<file path="src/rtl/fifo_pkg.sv">
// Shared constants and helper types for the single-clock FIFO.
// Instantiating blocks can import this package to pick up the default geometry.
package fifo_pkg;

    localparam int unsigned FIFO_WIDTH = 16;
    localparam int unsigned FIFO_DEPTH = 8;

    typedef enum logic [1:0] {
        OP_IDLE = 2'b00,
        OP_PUSH = 2'b01,
        OP_POP  = 2'b10,
        OP_BOTH = 2'b11
    } fifo_op_e;

    // Collapses the accepted push/pop pair into one operation code for the count update.
    function automatic fifo_op_e fifoOp(input logic wrOk, input logic rdOk);
        fifo_op_e op;
        case ({rdOk, wrOk})
            2'b01:   op = OP_PUSH;
            2'b10:   op = OP_POP;
            2'b11:   op = OP_BOTH;
            default: op = OP_IDLE;
        endcase
        return op;
    endfunction

endpackage

</file>
<file path="src/rtl/fifo_mem.sv">
// FIFO storage array: one synchronous write port, one asynchronous read port.
// Contents are deliberately not reset so the array can map onto plain RAM.
module fifo_mem #(
    parameter int unsigned WIDTH  = 16,
    parameter int unsigned DEPTH  = 8,
    parameter int unsigned ADDR_W = $clog2(DEPTH)
) (
    input  logic              clk,
    input  logic              we,
    input  logic [ADDR_W-1:0] waddr,
    input  logic [WIDTH-1:0]  wdata,
    input  logic [ADDR_W-1:0] raddr,
    output logic [WIDTH-1:0]  rdata
);

    logic [WIDTH-1:0] mem_q [DEPTH];

    always_ff @(posedge clk) begin
        if (we) begin
            mem_q[waddr] <= wdata;
        end
    end

    assign rdata = mem_q[raddr];

endmodule

</file>
<file path="src/rtl/fifo.sv">
// Synchronous single-clock FIFO: pointers, occupancy count, flags and a registered read port.
// A push on a full FIFO is accepted only when a pop frees the slot in the same cycle.
module fifo
    import fifo_pkg::*;
#(
    parameter int unsigned WIDTH = FIFO_WIDTH,
    parameter int unsigned DEPTH = FIFO_DEPTH
) (
    input  logic             clk,
    input  logic             rst,
    input  logic [WIDTH-1:0] data_in,
    input  logic             we,
    input  logic             re,
    output logic             fifo_full,
    output logic             fifo_empty,
    output logic [WIDTH-1:0] data_out
);

    localparam int unsigned ADDR_W = $clog2(DEPTH);
    localparam int unsigned CNT_W  = ADDR_W + 1;

    logic [ADDR_W-1:0] wr_ptr_q, wr_ptr_d;
    logic [ADDR_W-1:0] rd_ptr_q, rd_ptr_d;
    logic [CNT_W-1:0]  count_q, count_d;
    logic [WIDTH-1:0]  data_out_q, data_out_d;
    logic [WIDTH-1:0]  mem_rdata;
    logic              wr_ok, rd_ok;
    fifo_op_e          op;

    assign fifo_empty = (count_q == '0);
    assign fifo_full  = (count_q == CNT_W'(DEPTH));
    assign data_out   = data_out_q;

    // A pop frees a slot in the same cycle, so a full FIFO may still accept a push alongside it.
    assign wr_ok = we & (~fifo_full | re);
    assign rd_ok = re & ~fifo_empty;
    assign op    = fifoOp(wr_ok, rd_ok);

    fifo_mem #(
        .WIDTH  (WIDTH),
        .DEPTH  (DEPTH),
        .ADDR_W (ADDR_W)
    ) u_mem (
        .clk   (clk),
        .we    (wr_ok),
        .waddr (wr_ptr_q),
        .wdata (data_in),
        .raddr (rd_ptr_q),
        .rdata (mem_rdata)
    );

    always_comb begin
        wr_ptr_d   = wr_ptr_q;
        rd_ptr_d   = rd_ptr_q;
        count_d    = count_q;
        data_out_d = data_out_q;

        if (wr_ok) begin
            wr_ptr_d = wr_ptr_q + ADDR_W'(1);
        end
        if (rd_ok) begin
            rd_ptr_d   = rd_ptr_q + ADDR_W'(1);
            data_out_d = mem_rdata;
        end

        case (op)
            OP_PUSH: count_d = count_q + CNT_W'(1);
            OP_POP:  count_d = count_q - CNT_W'(1);
            default: count_d = count_q;
        endcase
    end

    always_ff @(posedge clk or negedge rst) begin
        if (!rst) begin
            wr_ptr_q   <= '0;
            rd_ptr_q   <= '0;
            count_q    <= '0;
            data_out_q <= '0;
        end else begin
            wr_ptr_q   <= wr_ptr_d;
            rd_ptr_q   <= rd_ptr_d;
            count_q    <= count_d;
            data_out_q <= data_out_d;
        end
    end

endmodule

</file>
<file path="config.mk">
export PLATFORM = sky130hd
export DESIGN_NAME = fifo
export DESIGN_NICKNAME = d
export VERILOG_FILES = /design/src/rtl/fifo_pkg.sv /design/src/rtl/fifo_mem.sv /design/src/rtl/fifo.sv
export SDC_FILE = /design/constraint.sdc
export NUM_CORES = 1
export LEC_CHECK = 0
export CAP_MARGIN = 15
export CORE_UTILIZATION = 63
export CTS_BUF_LIST = sky130_fd_sc_hd__clkbuf_4 sky130_fd_sc_hd__clkbuf_8 sky130_fd_sc_hd__clkbuf_16
export DETAILED_ROUTE_END_ITERATION = 10
export PLACE_DENSITY = 0.84
export SYNTH_ARGS = -nofsm -noshare
export SYNTH_HDL_FRONTEND = slang
export SYNTH_SLANG_ARGS = --single-unit
</file>
<file path="constraint.sdc">
create_clock -name clk -period 9.7 [get_ports clk]
set_clock_uncertainty 0.2 [all_clocks]
set_input_delay 1.94 -clock clk [delete_from_list [all_inputs] [get_ports clk]]
set_output_delay 1.94 -clock clk [all_outputs]
set_load 0.01 [all_outputs]
</file>
==> impl_metrics.csv <==
group,metric,value,unit
detailed_routing,wirelength,11800,um
worst_hold_path,hp-class,"flip-flop to flip-flop",
final_layout,final_nets,430,
synth,synthTopCellsByArea,"edfxtp_1, dfrtp_1, mux2_2",
worst_setup_path,r2r_start,"count_q[1]$_DFFE_PN0P_",
worst_setup_path,crit_buf_inv,2,
final_layout,fin_cells,547,
sta,slew_violations,0,
synth,synthCells,354,
synth,yosysWarnings,0,
sta,finalCriticalPeriod,4340,ps
final_layout,multiInputGateArea,1490,um2
sta,rsz0062_at_grt,"no",
run,cap_violations,0,
clock_tree,postCtsSetupRepairBufs,0,
clock_tree,insertion_delay,520,ps
detailed_routing,vias_per_cell,5.87,
worst_setup_path,reg2regPathDepth,10,
placement,post-place-cells,515,
sta,finalHoldViolCount,0,
worst_setup_path,crit_type,"flip-flop to primary output",
worst_hold_path,hp-start,"data_out[9]$_DFFE_PN0P_",
global_route,grt_pass1_wl,18300,um
worst_setup_path,cp_slowest_cell,"or4b_4",
synth,synthFlopType,"edfxtp_1",
worst_setup_path,slowest_delay,590,ps
synth,syn_area,6120,um2
final_layout,n_antenna_cell,0,
sta,finalSetupTns,0,ps
status,status,"completed",
synth,syn_nets,379,
sta,finalWorstSetupSlack,5360,ps
worst_setup_path,crit_path_start_kind,"flip-flop",
detailed_routing,drc,0,
global_route,grt-ovfl-total,0,
clock_tree,htree_levels,4,
detailed_routing,drtIter0Drc,173,
clock_tree,clockBufferDepth,2,
final_layout,fin_util,0.773,
clock_tree,postCtsHoldBufs,0,
worst_setup_path,cpLargestDelayFamily,"buffers and inverters",
detailed_routing,drt_pre_antenna_iters,5,
floorplanning,die_w,101,um
power,powerDensity,309,nW/um2
synth,synth_seq_area_share,0.735,
synth,synth_common_cells,"edfxtp_1, mux2i_1, mux2_2",
sta,min_period_over_period,0.447,
sta,setup_viol,0,
power,vdd_drop_max,0.000216,V
placement,routabilityCongestion,0.717,
synth,synth_most_common_cell,"edfxtp_1",
placement,numPortBuffers,37,
final_layout,drive_above_1_share,0.208,
global_route,track_usage,0.258,
clock_tree,cts_tree,"yes",
clock_tree,path_clk_slew,60,ps
sta,max_slew.worst_pin.slew,994,ps
placement,dp_hpwl,6380,um
global_route,grt_max_degree,67,
worst_hold_path,hold-path-endpoint,"data_out[9]$_DFFE_PN0P_",
sta,fmax,231,MHz
synth,ys_async_sr_fraction,0.169,
power,p_leak,2.57,nW
floorplanning,io_pins,38,
synth,synth_area_leader_cell,"edfxtp_1",
synth,synth_top_cell_area_share,0.628,
synth,synth-edff-count,128,
worst_setup_path,required,7560,ps
worst_setup_path,setup.worst_path.end_class,"primary output",
worst_hold_path,holdPathStages,2,
sta,relSlewSlack,0.337,
detailed_routing,routedWlPerCell,21.6,um
worst_setup_path,worstPathArrival,2200,ps
worst_setup_path,r2r-end,"count_q[2]$_DFFE_PN0P_",
synth,synth-seq-cells,154,
clock_tree,post_cts_resized,0,
floorplanning,core.rowCount,35,
global_route,antenna_found_initial,0,
floorplanning,initial_core_util,0.656,
clock_tree,cts-root-buf,"clkbuf_8",
clock_tree,cts_buffers,17,
final_layout,register_area,4500,um2
final_layout,fill_cells,531,
floorplanning,die_h,101,um
synth,synth_area_per_cell,17.3,um2
worst_setup_path,crit_fanout,8,
global_route,grt_pass1_vias,3348,
floorplanning,design.core.area,9330,um2
worst_setup_path,path_cells,"or4b_4 > inv_1 > clkdlybuf4s50_1",
worst_setup_path,r2r_setup_slack,6820,ps
clock_tree,cts.sinks,154,
final_layout,area_growth,17.8,%
synth,ys_types,36,
detailed_routing,drt.antenna.violating_nets,0,
placement,pre_cts_slack,5180,ps
detailed_routing,dr_total_vias,3213,
floorplanning,dieArea,10100,um2
[metrics by stage]
stage | power, mW | cell area [um2] | hold WS, ps
floorplan | 1.39 | 6120 | 306
global placement | 1.56 | 6630 | 267
detailed placement | 1.60 | 6630 | 277
CTS | 2.24 | 7210 | 291
global route | 2.33 | 7210 | 316
finish | 2.23 | 7210 | 287
[flip-flops by register name (all words and copies together) (netlist names)]
signal and flops:
u_mem.mem_q 128, wr_ptr_q 3, rd_ptr_q 3, count_q 4, data_out 16
[tightest hold or removal path, delay by kind of cell, from the launching register on]
family	cells	cell delay, ps
flip-flops	1	340
AO/OA/AOI/OAI	1	60
AND/OR/NAND/NOR	1	50
[report_power, final]
part	switching [mW]	internal, mW	leakage [nW]
Clock	0.262	0.371	0.281
Sequential	0.0805	0.857	1.47
Combinational	0.352	0.305	0.819
Total	0.695	1.53	2.57
[layer usage]
layer	part of all wire	up-vias	wire (um)	GRT usage
met4	0.017	0	204	0.130
li1	-	1489	-	-
met3	0.058	18	684	0.0562
met2	0.53	125	6320	0.449
met5	0	-	0	0
met1	0.39	1581	4600	0.305
[cell usage in the layout, fill, tap and decap left out, drive strengths merged, types with 4 or more instances in the layout]
master and count:
inv 8, a221o 16, o22ai 16, ha 5, mux2i 32, edfxtp 128
mux2 33, nand2 27, clkinv 6, dfrtp 26, nor2 5, clkdlybuf4s50 37
nor3 5, buf 12, clkbuf 17, nand2b 4, o21ai 16, xnor2 6
[kinds of logic (layout without fill, tap and decap cells)]
group | count (synthesis) | after routing | synth area share
DFF | 154 | 154 | 0.735
muxes | 65 | 65 | 0.113
AOI/OAI and AO/OA | 52 | 52 | 0.0648
and+or+nand+nor | 49 | 49 | 0.0385
buffers and inverters | 20 | 84 | 0.0258
xor gates and xnor gates | 9 | 9 | 0.0129
adders and majority gates | 5 | 5 | 0.0102
[worst max path at each step]
stage	cells past startpoint	to	start	slack, ps
floorplan	3	u_mem.mem_q[0][0]$_DFFE_PP_	re	5350
finish	3	fifo_full	count_q[1]$_DFFE_PN0P_	5360
detailed placement	11	count_q[2]$_DFFE_PN0P_	re	5180
global placement	11	count_q[2]$_DFFE_PN0P_	re	5280
global route	3	fifo_full	count_q[0]$_DFFE_PN0P_	5310
CTS	3	fifo_full	count_q[1]$_DFFE_PN0P_	5360
[layout make-up]
type                            count  area share
Multi-Input combinational cell    180       0.207
Timing Repair Buffer               49      0.0639
Inverter                            3     0.00226
Clock buffer                       17      0.0575
Tap cell                          129      0.0224
Clock inverter                     15      0.0231
Sequential cell                   154       0.624
No activity file was read; power rests on OpenSTA's default activity.
